### config.mk
export PLATFORM = sky130hd
export DESIGN_NAME = button_sense
export DESIGN_NICKNAME = d
export VERILOG_FILES = /design/src/rtl/button_pkg.sv /design/src/rtl/sync_2ff.sv /design/src/rtl/button_sense.sv
export SDC_FILE = /design/constraint.sdc
export NUM_CORES = 1
export LEC_CHECK = 0
export BUFFER_PORTS_ARGS = -buffer_cell sky130_fd_sc_hd__buf_2
export CAP_MARGIN = 20
export CORE_MARGIN = 5
export CORE_UTILIZATION = 43
export CTS_CLUSTER_DIAMETER = 200
export DETAILED_ROUTE_END_ITERATION = 8
export PLACE_DENSITY = 0.64
export SYNTH_ARGS = -nofsm -noshare
export SYNTH_HDL_FRONTEND = slang
export SYNTH_SLANG_ARGS = --single-unit
### constraint.sdc
create_clock -name clk -period 2.3 [get_ports clk]
set_input_delay 0.575 -clock clk [delete_from_list [all_inputs] [get_ports clk]]
set_output_delay 0.575 -clock clk [all_outputs]
set_load 0.02 [all_outputs]
### src/rtl/button_pkg.sv
// Shared types and constants for the push-button reader.
package button_pkg;

    typedef enum logic [1:0] {
        IDLE,
        PRESSED,
        HELD
    } btn_state_t;

    localparam int PRESS_COUNT_W = 8;

endpackage

### src/rtl/sync_2ff.sv
// Generic two-flop synchronizer for asynchronous board pins.
module sync_2ff #(
    parameter logic RESET_VAL = 1'b0
) (
    input  logic clk,
    input  logic rst,
    input  logic d,
    output logic q
);

    logic meta;

    always_ff @(posedge clk or posedge rst) begin
        if (rst) begin
            meta <= RESET_VAL;
            q    <= RESET_VAL;
        end else begin
            meta <= d;
            q    <= meta;
        end
    end

endmodule

### src/rtl/button_sense.sv
// Debounced push-button reader with press/release/long-press strobes and a press count.
// Long-press detection is built only when BUTTON_LONG_PRESS_EN is defined.
module button_sense
    import button_pkg::*;
#(
    parameter int DEBOUNCE_CYCLES   = 12000,
    parameter int LONG_PRESS_CYCLES = 6000000
) (
    input  logic                     clk,
    input  logic                     rst,
    input  logic                     btn_n,
    output logic                     btn_level,
    output logic                     press_pulse,
    output logic                     release_pulse,
    output logic                     long_pulse,
    output logic [PRESS_COUNT_W-1:0] press_count
);

    localparam int DEB_W = $clog2(DEBOUNCE_CYCLES);
    localparam logic [DEB_W-1:0] DEB_LAST = DEB_W'(DEBOUNCE_CYCLES - 1);

    logic             btn_sync_n;
    logic             btn_sync;
    logic [DEB_W-1:0] deb_cnt;
    logic             accept;
    logic             level_rise;
    logic             level_fall;
    btn_state_t       state;

    // Synchronizer idles at 1 so reset looks like a released button.
    sync_2ff #(
        .RESET_VAL(1'b1)
    ) u_sync (
        .clk(clk),
        .rst(rst),
        .d  (btn_n),
        .q  (btn_sync_n)
    );

    assign btn_sync   = ~btn_sync_n;
    assign accept     = (btn_sync != btn_level) && (deb_cnt == DEB_LAST);
    assign level_rise = accept && !btn_level;
    assign level_fall = accept && btn_level;

    always_ff @(posedge clk or posedge rst) begin
        if (rst) begin
            deb_cnt   <= '0;
            btn_level <= 1'b0;
        end else if (btn_sync == btn_level) begin
            deb_cnt <= '0;
        end else if (accept) begin
            deb_cnt   <= '0;
            btn_level <= ~btn_level;
        end else begin
            deb_cnt <= deb_cnt + 1'b1;
        end
    end

`ifdef BUTTON_LONG_PRESS_EN

    localparam int HOLD_W = $clog2(LONG_PRESS_CYCLES + 1);
    localparam logic [HOLD_W-1:0] HOLD_LAST = HOLD_W'(LONG_PRESS_CYCLES - 1);

    logic [HOLD_W-1:0] hold_cnt;

    // Release is checked before the hold limit so a coincident release wins.
    always_ff @(posedge clk or posedge rst) begin
        if (rst) begin
            state         <= IDLE;
            press_pulse   <= 1'b0;
            release_pulse <= 1'b0;
            long_pulse    <= 1'b0;
            press_count   <= '0;
            hold_cnt      <= '0;
        end else begin
            press_pulse   <= 1'b0;
            release_pulse <= 1'b0;
            long_pulse    <= 1'b0;
            hold_cnt      <= '0;
            case (state)
                IDLE: begin
                    if (level_rise) begin
                        state       <= PRESSED;
                        press_pulse <= 1'b1;
                        press_count <= press_count + 1'b1;
                    end
                end
                PRESSED: begin
                    if (level_fall) begin
                        state         <= IDLE;
                        release_pulse <= 1'b1;
                    end else if (hold_cnt == HOLD_LAST) begin
                        state      <= HELD;
                        long_pulse <= 1'b1;
                    end else if (hold_cnt != '1) begin
                        hold_cnt <= hold_cnt + 1'b1;
                    end else begin
                        hold_cnt <= hold_cnt;
                    end
                end
                HELD: begin
                    if (level_fall) begin
                        state         <= IDLE;
                        release_pulse <= 1'b1;
                    end
                end
                default: state <= IDLE;
            endcase
        end
    end

`else

    assign long_pulse = 1'b0;

    always_ff @(posedge clk or posedge rst) begin
        if (rst) begin
            state         <= IDLE;
            press_pulse   <= 1'b0;
            release_pulse <= 1'b0;
            press_count   <= '0;
        end else begin
            press_pulse   <= 1'b0;
            release_pulse <= 1'b0;
            case (state)
                IDLE: begin
                    if (level_rise) begin
                        state       <= PRESSED;
                        press_pulse <= 1'b1;
                        press_count <= press_count + 1'b1;
                    end
                end
                PRESSED: begin
                    if (level_fall) begin
                        state         <= IDLE;
                        release_pulse <= 1'b1;
                    end
                end
                default: state <= IDLE;
            endcase
        end
    end

`endif

endmodule

==> results.md, run 1 <==
* Status: finished, final reports clean
* IO Pins at 15
* Kind of launch point of the worst setup path: flip-flop
* GPL Wtd Cong at 0.778
* Routed vias at 878
* WL final at 2250 um
* Cells after DPL at 165
* Iter 0 DRT Violations at 43
* Layout cells sized above 1 at about a fifth
* Worst-path maximum fanout at 11
* Slew HR at between 60 and 70%
* Post-cts sizing count at 0
* Worst hold path type: input pin to async pin
* Antenna violations before repair at 0
* Slew Limit Fails at 0
* Slew of the pin with the lowest slew margin at 0.577 ns
* Max Cap Viol at 0
* Crit-path slowest cell: or4b_4
* TNS Setup at 0 ns
* CTS buffer count at 3
* Row Count at 20
* Tcrit/Tclk final at 85.7%
* Buf/Inv on CP at 1
* Largest net degree at the start of global routing at 17
* Power share of the clock group at 27.6%
* Worst vdd ir at 0.000285 V
* Skew final at roughly 0.0034 ns
* Fill count at around 290
* Initial Util at 44.1%
* Largest delay share family, worst path: simple AND/OR/NAND/NOR gates
* Remaining DRCs at 0
* Worst-Skew Late Latency at 0.32 ns
* Slowest Stage Delay on Critical Path at 0.55 ns
* Hold Buf Count CTS at 0
* First drt pass iteration count at 4
* RSZ-0062 raised after global routing: no
* # port buffers at 13
* Detailed Place HPWL at 1660 um
* Flop pwr share at between 60% and 70%
* First-pass GRT wire length at 3950 um
* Syn. warnings at 0
* Nets@finish at approximately 140
* Avg Cell Area, Syn at 10.8 sq um
* Max clock buf depth at 2
* Die Ht at 65.3 um
* Seq/Total Area, Yosys at 53.6%
* Post-Syn Instances at 121
* Req. time, crit path at 2.53 ns
* Data arrival, critical path at 2.20 ns
* Total Power at around 750 uW
* Switching share of power at 22.7%
* Top achievable clock speed at 507 MHz
* Final setup vio count at 0
* CP Capture Type: flip-flop
* Tot GR Track Use at 11.7%
* Root Driver: clkbuf_4
* Setup Crit Path Kind: flip-flop to flip-flop
* Sw power at 169 uW
* Drt via density at 5.20
* Clock sink count at 28
* Post-route ant nets at 0
* Synthesized flop and latch total at 28
* PD cells at 522 nW/um^2
* Area Overhead vs Synth at 8.96%
* Vias in the first global route at 870
* Grt total ovfl at 0
* Combinational power share at 4.0%
* Synth cell types at 29
* CTS tree: done
* Leak at 0.000660 uW
* Critical path depth at 5
* Min cycle time layout at 1.97 ns
* Wirelength per Cell at 13.3 um
* Post-Syn Area at about 1300 sq um
* Core area at ~3000 sq um
* P_int at 577 uW
* Post-Layout Cell Count at 169
* H-Tree Depth at 1
* Crit path cell chain: or4b_4 -> nor4_2 -> buf_4 -> nand2_1 -> mux2_2
* Die area at 4260 sq um
* # Post-CTS Setup Buffers at 0
* Synth Net Count at 127
* Final hold violations at 0
* Diodes inserted at 0
* Width of the die at 65.3 um
* FF-to-FF path depth at 5
* Worst-path clk slew at 0.14 ns
==> power groups by stage <==
stage	combinational, uW	clock, uW	sequential (uW)
3_3_place_gp	30.5	0	519
4_1_cts	31.6	217	510
2_1_floorplan	25.6	0	516
5_1_grt	35.5	243	512
3_5_place_dp	31.4	0	519
6_report	30.1	206	510
==> path summary, 6_finish.rpt <==
check	slack (ns)	to	from
max	0.33	press_count[1]	deb_cnt[8]
min	0.29	deb_cnt[3]	rst
max reg2reg	0.33	press_count[1]	deb_cnt[8]
min reg2reg	0.37	u_sync.q	u_sync.meta
max in group asynchronous	1.42	press_count[6]	rst
min in group clk	0.33	u_sync.meta	btn_n
==> cell type report <==
class | instances | area (sq um) | area share (%)
sequential | 28 | 703 | 49.2
multi-input combinational | 85 | 564 | 39.5
timing repair buffer | 15 | 80.1 | 5.60
tap | 33 | 41.3 | 2.89
clock buffer | 4 | 26.3 | 1.84
inverter | 4 | 15.0 | 1.05
==> cells in the mapped netlist, drive strengths merged <==
master  count  area share, %
dfrtp      26             50
nor2       14            4.0
xnor2      12            8.0
nand3       9            3.4
nand4       9            4.3
xor2        7            4.7
nand2       6            2.3
a21oi       4            1.5
inv         4            1.1
and2        3            1.4
and3        3            1.4
buf         3            2.0
ha          3            2.9
nor3        3            1.1
and4        2            1.3
dfstp       2            4.0
nor4        2            1.4
clkbuf      1           0.29
conb        1           0.29
mux2        1           0.86
nor2b       1           0.48
o21ai       1           0.38
o21ba       1           0.76
or3         1           0.48
or4         1           0.86
or4b        1            1.0
==> layer usage <==
| layer | global-route usage, % | part of all wire [%] | wire length (um) | vias up |
|---|---|---|---|---|
| met5 | 0 | 0 | 0 | - |
| li1 | - | - | - | 444 |
| met4 | 3.11 | 0.67 | 15 | 0 |
| met3 | 2.91 | 3.1 | 70 | 2 |
| met2 | 19.3 | 49 | 1090 | 8 |
| met1 | 15.3 | 47 | 1070 | 424 |
==> sequential cells by signal, summed over array words and instances (netlist names) <==
| signal | cells |
|---|---|
| press_pulse | 1 |
| u_sync.q | 1 |
| release_pulse | 1 |
| btn_level | 1 |
| deb_cnt | 14 |
| state | 1 |
| press_count | 8 |
| u_sync.meta | 1 |
==> through the flow <==
stage | utilization [%] | hold WS [ns] | setup WS, ns | cell area, sq um
2_1_floorplan | - | 0.345 | 0.431 | 1310
3_3_place_gp | 47.1 | 0.346 | 0.380 | 1400
3_5_place_dp | 47.1 | 0.352 | 0.346 | 1400
4_1_cts | 48.0 | 0.305 | 0.326 | 1430
5_1_grt | 48.0 | 0.292 | 0.250 | 1430
6_report | 48.0 | 0.285 | 0.329 | 1430
==> placed cells by master, fill, tap and decap left out, types with 2 or more instances in the layout <==
cell type	Yosys	final
nand4_1	9	9
nor3_1	3	3
nand2_1	5	5
dfstp_2	2	2
inv_1	4	4
dfrtp_1	26	26
a21oi_1	4	4
and4_1	2	2
buf_4	2	2
and2_1	3	3
and3_1	3	3
buf_2	0	13
ha_1	3	3
nor2_1	14	14
nand3_1	9	9
xor2_1	7	7
clkbuf_4	0	3
xnor2_1	12	12
==> cell families after synthesis <==
| family | after synthesis | synth area share, % |
|---|---|---|
| mux | 1 | 0.858 |
| simple gates | 55 | 23.6 |
| flops | 28 | 53.6 |
| other cells | 1 | 0.286 |
| buf+inv | 8 | 3.43 |
| fa+ha+maj | 3 | 2.86 |
| compound gates | 6 | 2.67 |
| xor+xnor | 19 | 12.7 |
==> worst register-to-register path: cells and delay by family (launching register included) <==
family / cells / cell delay, ns
flip-flops: 1 / 0.44
multiplexers: 1 / 0.30
buffers and inverters: 1 / 0.21
AND/OR/NAND/NOR: 3 / 0.93
(Power assumes the default switching activity.)
==> run 2, diff against run 1 <==
--- a/config.mk
+++ b/config.mk
@@ -12,6 +12,7 @@
 export CTS_CLUSTER_DIAMETER = 200
 export DETAILED_ROUTE_END_ITERATION = 8
 export PLACE_DENSITY = 0.64
+export REMOVE_ABC_BUFFERS = 1
 export SYNTH_ARGS = -nofsm -noshare
 export SYNTH_HDL_FRONTEND = slang
 export SYNTH_SLANG_ARGS = --single-unit
==> run 2 against run 1 <==
Against the previous run: setup slack improved by 0.043 ns; global-route usage increased by 0.65 points; clock power decreased by 4%; worst hold slack got worse by 0.021 ns; cell count unchanged; final area increased by 0.26%; sequential cell count unchanged; utilization increased by 0.13 points; critical endpoint is now deb_cnt[13].
==> results.md, run 2 (synthesis gave the netlist of run 1 again) <==
* Status: finished, final reports clean
* H-Tree Depth at 1 (unchanged)
* Skew final at 0.00241 ns (-0.000960 ns)
* Crit path cell chain: or4b_4 -> or4_4 -> nand2_4 -> a21oi_1
* Commonest cells after routing, fill and taps aside: dfrtp_1 (26), nor2_1 (14), buf_2 (13), xnor2_1 (12)
* CP Capture Type: flip-flop
* Max Cap Viol at 0 (unchanged)
* Initial Util at 44.1% (unchanged)
* Clock sink count at 28 (unchanged)
* Largest Register: deb_cnt
* Slowest Stage Delay on Critical Path at 0.59 ns (+0.04 ns)
* Row Count at 20 (unchanged)
* Antenna violations before repair at 0 (unchanged)
* # Post-CTS Setup Buffers at 0 (unchanged)
* Die area at 4260 sq um (unchanged)
* Core area at 2980 sq um (unchanged)
* Drt via density at 5.27 (+1.4%)
* Largest net degree at the start of global routing at 15 (-2)
* Worst-Skew Late Latency at 0.32 ns (about the same)
* Slew of the pin with the lowest slew margin at 0.539 ns (-0.0375 ns)
* Iter 0 DRT Violations at 16 (-63%)
* Tcrit/Tclk final at 83.8% (-1.9 points)
* Post-route ant nets at 0 (unchanged)
* Width of the die at 65.3 um (unchanged)
* Area Overhead vs Synth at 9.25%
* CTS tree: done
* Nets@finish at 144 (+0.70%)
* Kind of launch point of the worst setup path: flip-flop
* First-pass GRT wire length at 4150 um (+5.2%)
* Number of flip-flops in the largest register at 14 (unchanged)
* Layout cells sized above 1 at 19.9% (+0.74 points)
* Worst slack, placed at 0.393 ns (+0.0471 ns)
* Slew Limit Fails at 0 (unchanged)
* Detailed Place HPWL at 1760 um (+5.9%)
* Worst vdd ir at 0.000272 V (-4.8%)
* Post-cts sizing count at 0 (unchanged)
* Top achievable clock speed at 519 MHz (+2.2%)
* Tot GR Track Use at 12.4% (+0.65 points)
* GPL Wtd Cong at 0.739 (-5.0%)
* Die Ht at 65.3 um (unchanged)
* Setup Crit Path Kind: flip-flop to flip-flop
* Routed vias at 890 (+1.4%)
* Worst hold path type: input pin to async pin
* Leak at 0.000664 uW (+0.55%)
* Diodes inserted at 0 (unchanged)
* Largest registers: deb_cnt: 14 flops, press_count: 8 flops
* Data arrival, critical path at 2.15 ns (-0.05 ns)
* Wirelength per Cell at 13.7 um (+3.1%)
* Worst-path clk slew at 0.14 ns (about the same)
* Vias in the first global route at 866 (-0.46%)
* Max clock buf depth at 2 (unchanged)
* Worst-path maximum fanout at 13 (+2)
* CTS buffer count at 3 (unchanged)
* Root Driver: clkbuf_4
* TNS Setup at 0 ns (unchanged)
* Hold Buf Count CTS at 0 (unchanged)
* # port buffers at 13 (unchanged)
* Fin worst setup slack at 0.373 ns (+0.0431 ns)
* Min cycle time layout at 1.93 ns (-0.0431 ns)
* Slew HR at 64.0% (+2.5 points)
* Req. time, crit path at 2.52 ns (about the same)
* Grt total ovfl at 0 (unchanged)
* RSZ-0062 raised after global routing: no
* Final setup vio count at 0 (unchanged)
* WL final at 2320 um (+3.1%)
* Final hold violations at 0 (unchanged)
* Remaining DRCs at 0 (unchanged)
* First drt pass iteration count at 4 (unchanged)
* PD cells at 515 nW/um^2 (-1.2%)
* Crit-path slowest cell: or4_4
* IO Pins at 15 (unchanged)
* Leading cell type in the layout, fill and taps excluded: dfrtp_1
## run 2: cell types whose count changed in the layout (fill, tap and decap cells not counted), sizes merged
cell	previous run	this run
buf	15	16
clkbuf	4	3
## run 2: where the power goes
| group | switching, uW | internal [uW] |
|---|---|---|
| Sequential | 10.1 | 500 |
| Clock | 136 | 61.4 |
| Combinational | 21.8 | 10.3 |
| Total | 168 | 571 |
## run 2: path summary, 6_finish.rpt
path / slack, ns / end / cells after the start / start
max: 0.37 / deb_cnt[13] / 4 / deb_cnt[8]
min: 0.26 / deb_cnt[11] / 2 / rst
max reg2reg: 0.37 / deb_cnt[13] / 4 / deb_cnt[8]
min reg2reg: 0.37 / u_sync.q / 0 / u_sync.meta
max in group asynchronous: 1.51 / press_count[5] / 3 / rst
min in group clk: 0.33 / u_sync.meta / 1 / btn_n
## run 2: worst max-delay path, delay by kind of cell, from the launching register on
| kind | cells | cell delay [ns] |
|---|---|---|
| simple gates | 3 | 1.31 |
| compound gates | 1 | 0.07 |
| flops | 1 | 0.44 |
## run 2: final cells by class
type                            instances  area (sq um)
Multi-Input combinational cell         85           564
Timing Repair Buffer                   16          87.6
Fill cell                             277          1540
Clock buffer                            3          22.5
Tap cell                               33          41.3
Sequential cell                        28           703
Inverter                                4          15.0
## run 2: per-stage QoR
step	cells	total power [uW]	hold slack, ns	cell area (sq um)	util, %
floorplan	117	539	0.345	1280	-
global placement	166	551	0.352	1410	47.4
detailed placement	166	552	0.351	1410	47.4
CTS	169	748	0.277	1430	48.2
global route	169	779	0.284	1430	48.2
finish	169	739	0.265	1430	48.2
## run 2: metal layers
metal	share of wire, %	vias to the layer above	track usage, %
met2	49	9	19.6
met3	1.9	4	1.54
met5	0	-	0
met4	1.3	0	4.66
li1	-	445	-
met1	47	432	17.3
